$ cat src/rtl/uart_rx_if.sv
`default_nettype none
// ============================================================================
//  Module      : uart_rx_if
//  Description : Serial line and received-byte bundle for uart_rx.
//                slave  = receiver side (consumes the line, drives results)
//                master = line driver / byte consumer side
//  Revision    : 1.0  initial release
// ============================================================================
interface uart_rx_if;
  logic       UART_RX;
  logic [7:0] data;
  logic       valid;
  logic       frame_err;
  logic       busy;

  modport slave (
    input  UART_RX,
    output data,
    output valid,
    output frame_err,
    output busy
  );

  modport master (
    output UART_RX,
    input  data,
    input  valid,
    input  frame_err,
    input  busy
  );
endinterface
`default_nettype wire

$ cat src/rtl/uart_rx.sv
`default_nettype none
// ============================================================================
//  Module      : uart_rx
//  Description : 100 kbaud 8N1 UART receiver. Two-flop synchronizer, falling
//                edge start detection (armed only after a genuine high),
//                mid-bit sampling, one-cycle valid / frame_err pulses.
//                Optional macro UART_RX_MAJORITY_EN: each sample point uses a
//                2-of-3 vote over the nominal cycle -1, 0 and +1.
//  Revision    : 1.0  initial release
// ============================================================================
module uart_rx #(
  parameter int CLK_RATE_HZ   = 1000000,
  parameter int COUNTER_WIDTH = $clog2(CLK_RATE_HZ / 100000)
) (
  input  logic     clk,
  input  logic     reset,
  uart_rx_if.slave bus
);

  localparam int CPB  = CLK_RATE_HZ / 100000;
  localparam int HALF = CPB / 2;
  localparam logic [COUNTER_WIDTH-1:0] CPB_M1  = COUNTER_WIDTH'(CPB - 1);
  localparam logic [COUNTER_WIDTH-1:0] HALF_M1 = COUNTER_WIDTH'(HALF - 1);

  generate
    if ((CPB < 4) || ((CPB - 1) >= (1 << COUNTER_WIDTH))) begin : g_cfg_check
      $error("uart_rx: CPB must be >= 4 and fit in COUNTER_WIDTH bits");
    end
  endgenerate

  typedef enum logic [1:0] {
    s_idle  = 2'd0,
    s_start = 2'd1,
    s_bit   = 2'd2,
    s_stop  = 2'd3
  } state_t;

  state_t                   state;
  logic [COUNTER_WIDTH-1:0] cnt;
  logic [2:0]               bit_idx;
  logic [7:0]               shreg;
  logic [7:0]               data_reg;
  logic                     valid_reg;
  logic                     frame_err_reg;
  logic                     busy_reg;
  logic                     stop_done;

  logic                     sync0;
  logic                     sync1;
  logic [1:0]               warm;
  logic                     armed;
  logic                     sample;

`ifdef UART_RX_MAJORITY_EN
  logic                     line_d;
`endif

  // Synchronizer plus "line was genuinely high last cycle" tracking; warm
  // masks the reset-forced ones until real line values reach sync1.
  always_ff @(posedge clk) begin
    if (reset) begin
      sync0 <= 1'b1;
      sync1 <= 1'b1;
      warm  <= 2'b00;
      armed <= 1'b0;
`ifdef UART_RX_MAJORITY_EN
      line_d <= 1'b1;
`endif
    end else begin
      sync0 <= bus.UART_RX;
      sync1 <= sync0;
      warm  <= {warm[0], 1'b1};
      armed <= warm[1] & sync1;
`ifdef UART_RX_MAJORITY_EN
      line_d <= sync1;
`endif
    end
  end

`ifdef UART_RX_MAJORITY_EN
  // sync0 already holds the value line takes next cycle, so the vote spans
  // nominal-1 .. nominal+1 without moving the decision cycle.
  assign sample = (sync0 & sync1) | (sync0 & line_d) | (sync1 & line_d);
`else
  assign sample = sync1;
`endif

  // Receive state machine with registered outputs.
  always_ff @(posedge clk) begin
    if (reset) begin
      state         <= s_idle;
      cnt           <= '0;
      bit_idx       <= 3'd0;
      shreg         <= 8'h00;
      data_reg      <= 8'h00;
      valid_reg     <= 1'b0;
      frame_err_reg <= 1'b0;
      busy_reg      <= 1'b0;
      stop_done     <= 1'b0;
    end else begin
      valid_reg     <= 1'b0;
      frame_err_reg <= 1'b0;
      case (state)
        s_idle: begin
          if (armed && !sync1) begin
            state    <= s_start;
            cnt      <= '0;
            busy_reg <= 1'b1;
          end
        end
        s_start: begin
          if (cnt == HALF_M1) begin
            if (sample) begin
              // Start bit not low at its centre: glitch, drop it silently.
              state    <= s_idle;
              busy_reg <= 1'b0;
            end else begin
              cnt     <= '0;
              bit_idx <= 3'd0;
              state   <= s_bit;
            end
          end else begin
            cnt <= cnt + 1'b1;
          end
        end
        s_bit: begin
          if (cnt == CPB_M1) begin
            shreg <= {sample, shreg[7:1]};
            cnt   <= '0;
            if (bit_idx == 3'd7) begin
              state <= s_stop;
            end else begin
              bit_idx <= bit_idx + 3'd1;
            end
          end else begin
            cnt <= cnt + 1'b1;
          end
        end
        s_stop: begin
          // Stay one extra cycle so busy covers the result pulse.
          if (stop_done) begin
            stop_done <= 1'b0;
            state     <= s_idle;
            busy_reg  <= 1'b0;
          end else if (cnt == CPB_M1) begin
            stop_done <= 1'b1;
            if (sample) begin
              data_reg  <= shreg;
              valid_reg <= 1'b1;
            end else begin
              frame_err_reg <= 1'b1;
            end
          end else begin
            cnt <= cnt + 1'b1;
          end
        end
        default: begin
          state    <= s_idle;
          busy_reg <= 1'b0;
        end
      endcase
    end
  end

  assign bus.data      = data_reg;
  assign bus.valid     = valid_reg;
  assign bus.frame_err = frame_err_reg;
  assign bus.busy      = busy_reg;

endmodule
`default_nettype wire

$ cat src/flat_wrapper.sv
// flat-port wrapper written by rule: the top's interface ports become plain ports
module uart_rx_flat 
#(
  parameter int CLK_RATE_HZ   = 1000000,
  parameter int COUNTER_WIDTH = $clog2(CLK_RATE_HZ / 100000)
)
  (clk, reset, bus_UART_RX, bus_data, bus_valid, bus_frame_err, bus_busy);
  uart_rx_if bus_i ();
  input  logic clk;
  input  logic reset;
  input wire logic [$bits(bus_i.UART_RX)-1:0] bus_UART_RX;
  output wire logic [$bits(bus_i.data)-1:0] bus_data;
  output wire logic [$bits(bus_i.valid)-1:0] bus_valid;
  output wire logic [$bits(bus_i.frame_err)-1:0] bus_frame_err;
  output wire logic [$bits(bus_i.busy)-1:0] bus_busy;
  assign bus_i.UART_RX = bus_UART_RX;
  assign bus_data = bus_i.data;
  assign bus_valid = bus_i.valid;
  assign bus_frame_err = bus_i.frame_err;
  assign bus_busy = bus_i.busy;
  uart_rx #(.CLK_RATE_HZ(CLK_RATE_HZ), .COUNTER_WIDTH(COUNTER_WIDTH)) u_core (.clk(clk), .reset(reset), .bus(bus_i));
endmodule
$ cat config.mk
export PLATFORM = sky130hd
export DESIGN_NAME = uart_rx_flat
export DESIGN_NICKNAME = d
export VERILOG_FILES = /design/src/rtl/uart_rx_if.sv /design/src/rtl/uart_rx.sv /design/src/flat_wrapper.sv
export SDC_FILE = /design/constraint.sdc
export NUM_CORES = 1
export LEC_CHECK = 0
export ABC_AREA = 1
export CELL_PAD_IN_SITES_DETAIL_PLACEMENT = 0
export CELL_PAD_IN_SITES_GLOBAL_PLACEMENT = 2
export CORE_AREA = 2 2 55 96
export CTS_CLUSTER_SIZE = 10
export DETAILED_ROUTE_END_ITERATION = 8
export DIE_AREA = 0 0 57 98
export HOLD_SLACK_MARGIN = 0.12
export PLACE_DENSITY_LB_ADDON = 0.1
export SYNTH_ARGS = -nofsm -noshare
export SYNTH_HDL_FRONTEND = slang
export SYNTH_SLANG_ARGS = --single-unit
$ cat constraint.sdc
create_clock -name clk -period 1.7 [get_ports clk]
set_input_delay 0.51 -clock clk [delete_from_list [all_inputs] [get_ports clk]]
set_output_delay 0.51 -clock clk [all_outputs]
set_load 0.02 [all_outputs]
==> Implementation_results.wiki <==
{| class="wikitable"
! Metric !! Value
|-
| DPL Wire Length || 2710 microns
|-
| Outcome || complete, no violations
|-
| Top-level I/O count || 14
|-
| Maximum clock path buffer count || 2
|-
| Setup slack after layout || 240 ps
|-
| Min Hold Slack || a little over 400 ps
|-
| Die height || 98 microns
|-
| Pin count of the biggest net entering global routing || 26
|-
| Post-layout nets || about 240
|-
| Wirelength, routed || around 3500 microns
|-
| Clock transition at the register clock pins on the worst setup and hold paths after CTS || 70 ps
|-
| Post-Route Setup TNS || 0 ps
|-
| Vias in the first global route || 1381
|-
| Vias/cell || 4.59
|-
| Synth-to-Final Area Change || 20.7%
|-
| Category of the worst setup path capture point || output pin
|-
| Buffers & Inverters on Critical Path || 1
|-
| Final Max Tran Viols || 0
|-
| DRC Markers || 0
|-
| Worst relative slew slack || 80.0%
|-
| Register bit total from synthesis || 34
|-
| Number of I/O port buffers || 13
|-
| Initial Util || a little under a third
|-
| Filler cell count || 543
|-
| Clock latency on the worst-skew pair || 280 ps
|-
| Gate count of the mapped netlist || slightly above 200
|-
| Worst setup slack before clock tree synthesis || 187 ps
|-
| Startpoint kind of the worst setup timing path || flop
|-
| Count of inserted antenna diode cells || 0
|-
| Die Outline Area || 0.00559 sq mm
|-
| Max incr delay on CP || 340 ps
|-
| Library cells used by synthesis || 22
|-
| Yosys warnings || 0
|-
| Number of buffers inserted during clock tree synthesis || 5
|-
| Share of cells above drive strength 1 || between 10% and 20%
|-
| Max stage delay cell, worst path || sky130_fd_sc_hd__dlygate4sd2_1
|-
| Iteration count of the initial detailed-routing pass || 4
|-
| Starting DRC count in detailed routing || 40
|-
| Required time of the critical path || roughly 1200 ps
|-
| Site row count || 34
|-
| Cell accounting for the most synthesized area || sky130_fd_sc_hd__dfxtp_1
|-
| Final critical path time including I/O delays and setup || 1460 ps
|-
| Number of setup violations in the final report || 0
|-
| Clk_skew || 3.82 ps
|-
| Clock root cell || sky130_fd_sc_hd__clkbuf_8
|-
| Data arrival, critical path || 950 ps
|-
| Number of antenna violations at the first check in global routing || 0
|-
| Kind of cell adding the most delay to the critical path || buffers and inverters
|-
| Maximum vdd ir drop || 0.000439 V
|-
| Post-route cell area || 0.00180 sq mm
|-
| Seq/Total Area, Yosys || 45.6%
|-
| Detailed-route wire length per cell || about 12 microns
|-
| Overflow left after global routing || 0
|-
| Actual slew at the worst max-slew pin || 300 ps
|-
| Mean instance size in the synthesized netlist || 7.28 sq um
|-
| GRT Resource Usage Total || around 14%
|-
| Via count of the routed design || 1295
|-
| First-pass GRT wire length || 6210 microns
|-
| Post-Synthesis Net Count || 213
|-
| Final worst path period share || 85.9%
|-
| Number of hold buffers added after CTS || 0
|-
| Count of endpoints failing hold in the final timing report || 0
|-
| Setup repair after global routing missed its margin || no
|-
| Fmax || 685 MHz
|-
| Crit Path Category || reg -> out
|-
| Max-cap viol count || 0
|-
| Post-DRT Antenna Nets || 0
|-
| Power per cell area || 986 mW/mm^2
|-
| Area share of the largest cell type after synthesis || 45.6%
|-
| CTS HTree Levels || 2
|-
| Area of the mapped netlist || 0.00149 sq mm
|-
| Floorplan Core Area || 0.00485 sq mm
|-
| Top area cells in the synthesized netlist || sky130_fd_sc_hd__dfxtp_1 (46%), sky130_fd_sc_hd__nor2_1 (14%), sky130_fd_sc_hd__nand2_1 (8.0%), sky130_fd_sc_hd__o21ai_0 (6.0%), sky130_fd_sc_hd__inv_1 (5.3%)
|-
| Global placer's final weighted congestion || 0.829
|-
| X dimension of the die || about 57 microns
|-
| Clock net sink count || 34
|-
| Type of the tightest min-delay check || reg -> reg
|-
| Instance area after placement || 0.00174 sq mm
|-
| Worst path cell trace || dlygate4sd2_1
|-
| Clock tree from TritonCTS || built
|-
| Leakage Power || roughly 0.84 nW
|-
| Maximum fanout along the worst path || 2
|}
## placed cells by master, fill, tap and decap left out, types with 2 or more instances in the layout
| master | instances |
|---|---|
| sky130_fd_sc_hd__nand2_1 | 32 |
| sky130_fd_sc_hd__o21ai_0 | 18 |
| sky130_fd_sc_hd__ha_1 | 5 |
| sky130_fd_sc_hd__clkdlybuf4s50_1 | 2 |
| sky130_fd_sc_hd__buf_4 | 5 |
| sky130_fd_sc_hd__clkbuf_8 | 5 |
| sky130_fd_sc_hd__nor2_4 | 5 |
| sky130_fd_sc_hd__o21ai_2 | 2 |
| sky130_fd_sc_hd__dfxtp_1 | 34 |
| sky130_fd_sc_hd__inv_1 | 21 |
| sky130_fd_sc_hd__nand3_1 | 10 |
| sky130_fd_sc_hd__a21oi_1 | 5 |
| sky130_fd_sc_hd__nor2_1 | 56 |
| sky130_fd_sc_hd__nand2_2 | 3 |
| sky130_fd_sc_hd__or2_2 | 2 |
| sky130_fd_sc_hd__dlygate4sd2_1 | 11 |
| sky130_fd_sc_hd__nand4_1 | 2 |
## metrics by stage
| step | std cells | util (%) | power [mW] |
|---|---|---|---|
| CTS | 282 | 37.2 | 1.81 |
| global route | 282 | 37.2 | 1.90 |
| detailed placement | 275 | 35.8 | 1.23 |
| floorplan | 205 | - | 1.12 |
| finish | 282 | 37.2 | 1.78 |
| global placement | 275 | 35.8 | 1.23 |
## Yosys cell counts, drive strengths merged
library cell  number
clkinv             1
nor3               1
o21ai             20
a21oi              5
nor2              61
nand3             10
clkbuf             2
inv               22
a31oi              1
buf                1
nand4              2
xor2               1
ha                 5
or2                3
nand2             36
dfxtp             34
## cells by family after synthesis
family	count (synthesis)	synth area share [%]
DFF	34	45.6
buffers and inverters	26	6.62
AOI/OAI and AO/OA	26	9.30
xor gates and xnor gates	1	0.587
adders and majority gates	5	4.19
and+or+nand+nor	113	33.7
## power breakdown
| group | internal, mW | switching [mW] | total, mW |
|---|---|---|---|
| clock network | 0.281 | 0.291 | 0.572 |
| registers | 0.837 | 0.0391 | 0.876 |
| logic | 0.128 | 0.200 | 0.328 |
| total | 1.25 | 0.531 | 1.78 |
## timing repair
| action | CTS | global route |
|---|---|---|
| setup endpoints to repair | 11 | 0 |
| buffers inserted | 0 | 0 |
| gates resized for setup | 11 | 0 |
## area by class of cell
cell class	count	area, sq um	area share (%)
well taps	54	67.6	3.75
inverters	23	86.3	4.79
multi-input cells	145	713	39.6
flip-flops and latches	34	681	37.8
repair buffers	19	174	9.65
clock inverters	1	7.51	0.417
clock buffers	6	72.6	4.03
## layer usage
metal | wire, microns | global-route usage (%) | vias up
li1 | - | - | 687
met1 | 1270 | 14.2 | 579
met2 | 2020 | 27.4 | 21
met3 | 95 | 2.78 | 8
met4 | 95 | 7.16 | 0
met5 | 0 | 0 | -
## final timing paths
kind	from	endpoint	slack, ps	depth (start not counted)
max	u_core.bus.busy$_SDFFE_PP0P_	bus_busy	240	1
min	u_core.warm[0]$_DFF_P_	u_core.warm[1]$_SDFF_PP0_	410	2
max reg2reg	u_core.cnt[0]$_SDFFE_PP0P_	u_core.cnt[1]$_SDFFE_PP0P_	250	9
min reg2reg	u_core.warm[0]$_DFF_P_	u_core.warm[1]$_SDFF_PP0_	410	2
## worst reg2reg max path: stages, from the launching register on
cell	delay, ps
sky130_fd_sc_hd__dfxtp_1	400
sky130_fd_sc_hd__inv_1	70
sky130_fd_sc_hd__ha_1	210
sky130_fd_sc_hd__nand3_1	140
sky130_fd_sc_hd__nand2_2	120
sky130_fd_sc_hd__nand3_1	190
sky130_fd_sc_hd__nand2_1	80
sky130_fd_sc_hd__nand2_1	60
sky130_fd_sc_hd__nand2_1	50
sky130_fd_sc_hd__nor2_1	70
Power figures use the tool's default switching activity.
